**src/rtl/generador_direcciones_escritura_if.sv**
```systemverilog
// rtl/generador_direcciones_escritura_if.sv - write-beat bus between address generator and filter-output memory
interface generador_direcciones_escritura_if #(
    parameter int ANCHO_DIR = 16,
    parameter int ANCHO_IDX = 2
);
    logic [ANCHO_DIR-1:0] dir_escritura;
    logic                 we_mem;
    logic [ANCHO_IDX-1:0] indice_dato;
    logic                 listo_mem;

    modport master (
        output dir_escritura,
        output we_mem,
        output indice_dato,
        input  listo_mem
    );

    modport slave (
        input  dir_escritura,
        input  we_mem,
        input  indice_dato,
        output listo_mem
    );
endinterface

```
**src/rtl/generador_direcciones_escritura.sv**
```systemverilog
// rtl/generador_direcciones_escritura.sv - write-address generator and burst sequencer (option: VERIFICACION_PROTOCOLO_EN)
module generador_direcciones_escritura #(
    parameter int          ANCHO_DIR          = 16,
    parameter int unsigned DIR_INICIAL        = 0,
    parameter int unsigned DIR_LIMITE         = 32'h4000,
    parameter int unsigned PASO_FILA          = 64,
    parameter int unsigned PASO_COLUMNA       = 3,
    parameter int unsigned COLS_POR_FILA      = 4,
    parameter int unsigned ESCRITURAS_POR_COL = 3,
    localparam int         ANCHO_IDX          = (ESCRITURAS_POR_COL > 1) ? $clog2(ESCRITURAS_POR_COL) : 1
) (
    input  logic clk,
    input  logic reset,
    input  logic guardar_fila_base,
    input  logic aumentar_fila_base,
    input  logic actualizar_dir_columna,
    input  logic habilitar_cuenta_col,
    input  logic reiniciar_conteo_cols,
    input  logic escribir_mem,
    generador_direcciones_escritura_if.master mem,
    output logic escrituras_completadas,
    output logic columnas_completadas,
    output logic fin_imagen,
    output logic error_protocolo
);
    localparam int ANCHO_CNT = $clog2(COLS_POR_FILA + 1);

    typedef enum logic {REPOSO, RAFAGA} estado_t;

    estado_t              estado_q, estado_d;
    logic [ANCHO_DIR-1:0] fila_base_q, fila_base_d;
    logic [ANCHO_DIR-1:0] dir_columna_q, dir_columna_d;
    logic [ANCHO_CNT-1:0] conteo_cols_q, conteo_cols_d;
    logic [ANCHO_IDX-1:0] beat_q, beat_d;
    logic                 fin_imagen_q, fin_imagen_d;
    logic [ANCHO_DIR:0]   suma_fila;
    logic                 ocupado;
    logic                 ultimo_beat;

    assign ocupado     = (estado_q == RAFAGA);
    assign ultimo_beat = (beat_q == ANCHO_IDX'(ESCRITURAS_POR_COL - 1));
    // Extra carry bit so a base near the top of the address space cannot wrap silently.
    assign suma_fila   = {1'b0, fila_base_q} + (ANCHO_DIR + 1)'(PASO_FILA);

    always_ff @(posedge clk) begin
        if (!reset) begin
            estado_q      <= REPOSO;
            fila_base_q   <= ANCHO_DIR'(DIR_INICIAL);
            dir_columna_q <= ANCHO_DIR'(DIR_INICIAL);
            conteo_cols_q <= '0;
            beat_q        <= '0;
            fin_imagen_q  <= 1'b0;
        end else begin
            estado_q      <= estado_d;
            fila_base_q   <= fila_base_d;
            dir_columna_q <= dir_columna_d;
            conteo_cols_q <= conteo_cols_d;
            beat_q        <= beat_d;
            fin_imagen_q  <= fin_imagen_d;
        end
    end

    always_comb begin
        estado_d               = estado_q;
        beat_d                 = beat_q;
        fila_base_d            = fila_base_q;
        dir_columna_d          = dir_columna_q;
        conteo_cols_d          = conteo_cols_q;
        fin_imagen_d           = 1'b0;
        escrituras_completadas = 1'b0;

        case (estado_q)
            REPOSO: begin
                if (escribir_mem) begin
                    estado_d = RAFAGA;
                    beat_d   = '0;
                end
            end
            RAFAGA: begin
                if (mem.listo_mem) begin
                    if (ultimo_beat) begin
                        escrituras_completadas = 1'b1;
                        estado_d               = REPOSO;
                        beat_d                 = '0;
                    end else begin
                        beat_d = beat_q + 1'b1;
                    end
                end
            end
            default: estado_d = REPOSO;
        endcase

        if (aumentar_fila_base) begin
            if (suma_fila >= (ANCHO_DIR + 1)'(DIR_LIMITE)) begin
                fila_base_d  = ANCHO_DIR'(DIR_INICIAL);
                fin_imagen_d = 1'b1;
            end else begin
                fila_base_d = suma_fila[ANCHO_DIR-1:0];
            end
        end

        // Loading the column pointer always reads the base as it was before this edge.
        if (guardar_fila_base) begin
            dir_columna_d = fila_base_q;
        end else if (actualizar_dir_columna) begin
            dir_columna_d = dir_columna_q + ANCHO_DIR'(PASO_COLUMNA);
        end

        if (reiniciar_conteo_cols) begin
            conteo_cols_d = '0;
        end else if (habilitar_cuenta_col && (conteo_cols_q != ANCHO_CNT'(COLS_POR_FILA))) begin
            conteo_cols_d = conteo_cols_q + 1'b1;
        end
    end

    assign mem.dir_escritura = dir_columna_q + ANCHO_DIR'(beat_q);
    assign mem.we_mem        = ocupado;
    assign mem.indice_dato   = beat_q;
    assign columnas_completadas = (conteo_cols_q == ANCHO_CNT'(COLS_POR_FILA));
    assign fin_imagen           = fin_imagen_q;

`ifdef VERIFICACION_PROTOCOLO_EN
    logic error_q;

    always_ff @(posedge clk) begin
        if (!reset) begin
            error_q <= 1'b0;
        end else if (ocupado && (escribir_mem || actualizar_dir_columna ||
                                 guardar_fila_base || aumentar_fila_base)) begin
            error_q <= 1'b1;
        end
    end

    assign error_protocolo = error_q;
`else
    assign error_protocolo = 1'b0;
`endif

endmodule
```
**src/flat_wrapper.sv**
```systemverilog
// flat-port wrapper written by rule: the top's interface ports become plain ports
module generador_direcciones_escritura_flat 
#(
    parameter int          ANCHO_DIR          = 16,
    parameter int unsigned DIR_INICIAL        = 0,
    parameter int unsigned DIR_LIMITE         = 32'h4000,
    parameter int unsigned PASO_FILA          = 64,
    parameter int unsigned PASO_COLUMNA       = 3,
    parameter int unsigned COLS_POR_FILA      = 4,
    parameter int unsigned ESCRITURAS_POR_COL = 3,
    localparam int         ANCHO_IDX          = (ESCRITURAS_POR_COL > 1) ? $clog2(ESCRITURAS_POR_COL) : 1
)
  (clk, reset, guardar_fila_base, aumentar_fila_base, actualizar_dir_columna, habilitar_cuenta_col, reiniciar_conteo_cols, escribir_mem, escrituras_completadas, columnas_completadas, fin_imagen, error_protocolo, mem_dir_escritura, mem_we_mem, mem_indice_dato, mem_listo_mem);
  generador_direcciones_escritura_if #(.ANCHO_DIR(ANCHO_DIR)) mem_i ();
  input  logic clk;
  input  logic reset;
  input  logic guardar_fila_base;
  input  logic aumentar_fila_base;
  input  logic actualizar_dir_columna;
  input  logic habilitar_cuenta_col;
  input  logic reiniciar_conteo_cols;
  input  logic escribir_mem;
  output logic escrituras_completadas;
  output logic columnas_completadas;
  output logic fin_imagen;
  output logic error_protocolo;
  output wire logic [$bits(mem_i.dir_escritura)-1:0] mem_dir_escritura;
  output wire logic [$bits(mem_i.we_mem)-1:0] mem_we_mem;
  output wire logic [$bits(mem_i.indice_dato)-1:0] mem_indice_dato;
  input wire logic [$bits(mem_i.listo_mem)-1:0] mem_listo_mem;
  assign mem_dir_escritura = mem_i.dir_escritura;
  assign mem_we_mem = mem_i.we_mem;
  assign mem_indice_dato = mem_i.indice_dato;
  assign mem_i.listo_mem = mem_listo_mem;
  generador_direcciones_escritura #(.ANCHO_DIR(ANCHO_DIR), .DIR_INICIAL(DIR_INICIAL), .DIR_LIMITE(DIR_LIMITE), .PASO_FILA(PASO_FILA), .PASO_COLUMNA(PASO_COLUMNA), .COLS_POR_FILA(COLS_POR_FILA), .ESCRITURAS_POR_COL(ESCRITURAS_POR_COL)) u_core (.clk(clk), .reset(reset), .guardar_fila_base(guardar_fila_base), .aumentar_fila_base(aumentar_fila_base), .actualizar_dir_columna(actualizar_dir_columna), .habilitar_cuenta_col(habilitar_cuenta_col), .reiniciar_conteo_cols(reiniciar_conteo_cols), .escribir_mem(escribir_mem), .mem(mem_i), .escrituras_completadas(escrituras_completadas), .columnas_completadas(columnas_completadas), .fin_imagen(fin_imagen), .error_protocolo(error_protocolo));
endmodule
```
**config.mk**
```make
export PLATFORM = sky130hd
export DESIGN_NAME = generador_direcciones_escritura_flat
export DESIGN_NICKNAME = d
export VERILOG_FILES = /design/src/rtl/generador_direcciones_escritura_if.sv /design/src/rtl/generador_direcciones_escritura.sv /design/src/flat_wrapper.sv
export SDC_FILE = /design/constraint.sdc
export NUM_CORES = 1
export LEC_CHECK = 0
export ABC_AREA = 1
export BUFFER_PORTS_ARGS = -buffer_cell sky130_fd_sc_hd__buf_2
export CORE_MARGIN = 10
export CORE_UTILIZATION = 33
export CTS_CLUSTER_SIZE = 40
export DETAILED_ROUTE_END_ITERATION = 16
export HOLD_SLACK_MARGIN = 0.08
export SKIP_CTS_REPAIR_TIMING = 1
export SYNTH_ARGS = -nofsm -noshare
export SYNTH_HDL_FRONTEND = slang
export SYNTH_SLANG_ARGS = --single-unit
```
**constraint.sdc**
```tcl
create_clock -name clk -period 2.6 [get_ports clk]
set_input_delay 0.52 -clock clk [delete_from_list [all_inputs] [get_ports clk]]
set_output_delay 0.52 -clock clk [all_outputs]
set_load 0.01 [all_outputs]
```
==> results_dict.tcl <==
set metrics [dict create \
    numCtsBuffers 5 \
    num_rows 28 \
    antenna_found_initial 0 \
    worstPathMaxFanout 6 \
    finalCriticalPeriod_ns 2.482 \
    syn_to_final_growth_pct 16.38 \
    rsz0062_at_grt "yes" \
    dp_cells 392 \
    finalSetupViolCount 0 \
    wl_um 4925 \
    diodes 0 \
    power_frac_comb_pct 9.5 \
    drive_above_1_share_pct 22.94 \
    start_util_pct 34.54 \
    yosysWarnings 0 \
    dpl.hpwl_um 3780 \
    p_int_mw 0.7628 \
    path_cells "ha_1 -> inv_1 -> fa_2 -> nor2_4 -> nand2_2 -> nor2_2 -> xor2_1 -> buf_2" \
    grt_max_degree 15 \
    nNetsFinal 343 \
    cts_tree "built" \
    die_w_um 99.19 \
    h-tree-depth 2 \
    grt_util_all_layers_pct 10.32 \
    status "finished clean" \
    coreArea_mm2 0.005991 \
    vias 1921 \
    seqCellArea_um2 668.1 \
    grt_first_pass_wirelength_um 8569 \
    post_drt_wl_per_cell_um 12.25 \
    crit_path_start_kind "flop" \
    cpMaxStageDelayCell "fa_2" \
    yosysUniqueCellTypes 35 \
    design_area_mm2 0.002409 \
    post-route-period-util_pct 95.45 \
    finalHoldViolCount 0 \
    cts-root-buf "clkbuf_8" \
    synth_seq_cells 33 \
    slew_violations 0 \
    syn-cell-area_mm2 0.002069 \
    drtAntennaViolNets 0 \
    power_frac_clock_pct 38.4 \
    drc 0 \
    clk_latency_ns 0.29 \
    worstPathRequired_ns 2.08 \
    synth.net_count 310 \
    io_pins 32 \
    skew_ns 0.007730 \
    io_buffers 30 \
    grt_pass1_vias 1864 \
    multiInputGateArea_mm2 0.001230 \
    cts_buffer_depth 2 \
    worstMarginPinSlew_ns 0.5272 \
    fin_cells 402 \
    ys_seq_area_share_pct 31.92 \
    placed_area_mm2 0.002277 \
    grt.overflow.total 0 \
    cts.sinks 33 \
    synth_cells 294 \
    die_y_um 99.19 \
    drtPass1Iterations 4 \
    pwr-share-seq_pct 52.1 \
    vias_per_cell 4.779 \
    layout_commonest_cell "nand2_1" \
    arrival_ns 1.96 \
    p_sw_mw 0.2622 \
    slowest_delay_ns 0.39 \
    gp_congestion 0.8215 \
    clk_pin_slew_ns 0.07 \
    dieArea_mm2 0.009839 \
    num-fill-cells 669 \
    p_leak_nw 1.022 \
    ir_drop_uv 246.6 \
    drtIter0Drc 100 \
    avgSynthCellArea_um2 7.039 \
    max_freq_mhz 403.0 \
    netSwitchingFraction_pct 25.58 \
    hold_class "reg -> reg" \
    crit_type "reg -> out" \
    crit_family "adder cells" \
    final_cell_mix "nand2_1 (57), inv_1 (34), dfxtp_1 (31)" \
    drv_cap 0 \
    slew_headroom_pct 64.82 \
    endpoint_kind "primary output" \
    critPathBufInv 2 \
    powerDensity_mw_per_mm2 425.6 \
]
[power by group through the flow]
stage               Combinational, mW  Clock (mW)  Sequential [mW]
floorplan                      0.0696           0            0.542
global placement               0.0990           0            0.545
detailed placement             0.0987           0            0.546
CTS                            0.0994       0.411            0.534
global route                    0.111       0.429            0.536
finish                         0.0978       0.394            0.534
[routing by layer]
metal	vias up	GRT usage [%]	wire [um]
li1	1005	-	-
met1	880	12.31	2304
met2	29	16.68	2313
met3	7	2.768	192
met4	0	5.072	114
met5	-	0	0
[stage by stage]
| stage | TNS (ns) | power, mW | setup slack, ns | hold slack [ns] | util (%) |
|---|---|---|---|---|---|
| final | 0 | 1.025 | 0.1184 | 0.4769 | 40.20 |
| after global routing | -0.04203 | 1.077 | -0.02328 | 0.4984 | 40.20 |
| after CTS | -0.2925 | 1.044 | -0.1991 | 0.4911 | 39.45 |
| after detailed placement | 0 | 0.6443 | 0.1360 | 0.4786 | 38.01 |
| after global placement | 0 | 0.6435 | 0.1629 | 0.4673 | 38.01 |
| after floorplan | 0 | 0.6119 | 0.3717 | 0.4487 | - |
[state kept, by name (all words and copies together) (netlist names)]
signal	count
u_core.mem.we_mem	1
u_core.fila_base_q	10
u_core.fin_imagen	1
u_core.mem.indice_dato	2
u_core.dir_columna_q	16
u_core.conteo_cols_q	3
[cell families (layout without fill, tap and decap cells)]
kind of cell / Yosys count / count (layout) / synth area share [%]
multiplexers: 1 / 1 / 0.4837
other: 1 / 1 / 0.1812
XOR/XNOR: 25 / 25 / 10.58
AO/OA/AOI/OAI: 39 / 39 / 11.12
flip-flops: 33 / 33 / 31.92
AND/OR/NAND/NOR: 140 / 140 / 31.74
adder cells (fa/ha/maj): 7 / 7 / 4.595
buffers and inverters: 48 / 81 / 9.370
[layout make-up]
cell class                 count  area share, %
inverter                      40          6.234
timing repair buffer          34          7.481
sequential                    33          27.74
multi-input combinational    213          51.06
tap                           75          3.896
clock buffer                   7          3.584
[worst paths after layout]
check	start	to	slack (ns)	depth (start not counted)
hold / removal	u_core.mem.indice_dato[0]$_SDFFE_PN0P_	u_core.mem.indice_dato[0]$_SDFFE_PN0P_	0.48	1
hold reg to reg	u_core.mem.indice_dato[0]$_SDFFE_PN0P_	u_core.mem.indice_dato[0]$_SDFFE_PN0P_	0.48	1
setup / recovery	u_core.mem.indice_dato[0]$_SDFFE_PN0P_	mem_dir_escritura[14]	0.12	8
setup reg to reg	u_core.fila_base_q[6]$_SDFFE_PN0P_	u_core.fila_base_q[11]$_SDFFE_PN0P_	1.11	10
[cell usage after synthesis, drive strengths merged]
cell type  number  area, um^2
xnor2           4       35.03
a211oi          2       15.01
nand2          64       260.3
o21bai          3       22.52
fa              1       20.02
xor2           21       183.9
nor3b           1       7.510
nand3          18       95.09
o21ai           7       35.03
a22oi           8       60.06
conb            1       3.750
mux2i           1       10.01
a31oi           1       6.260
nand3b          1       7.510
and3            2       12.51
nor3            9       45.04
nand4           4       25.02
inv            39       146.4
o22ai           1       6.260
clkinv          1       3.750
or2             1       6.260
buf             7       40.03
clkbuf          1       3.750
ha              6       75.07
dfxtp          33       660.6
a21oi          17       85.08
nor2           40       197.7
Power figures use the tool's default switching activity.
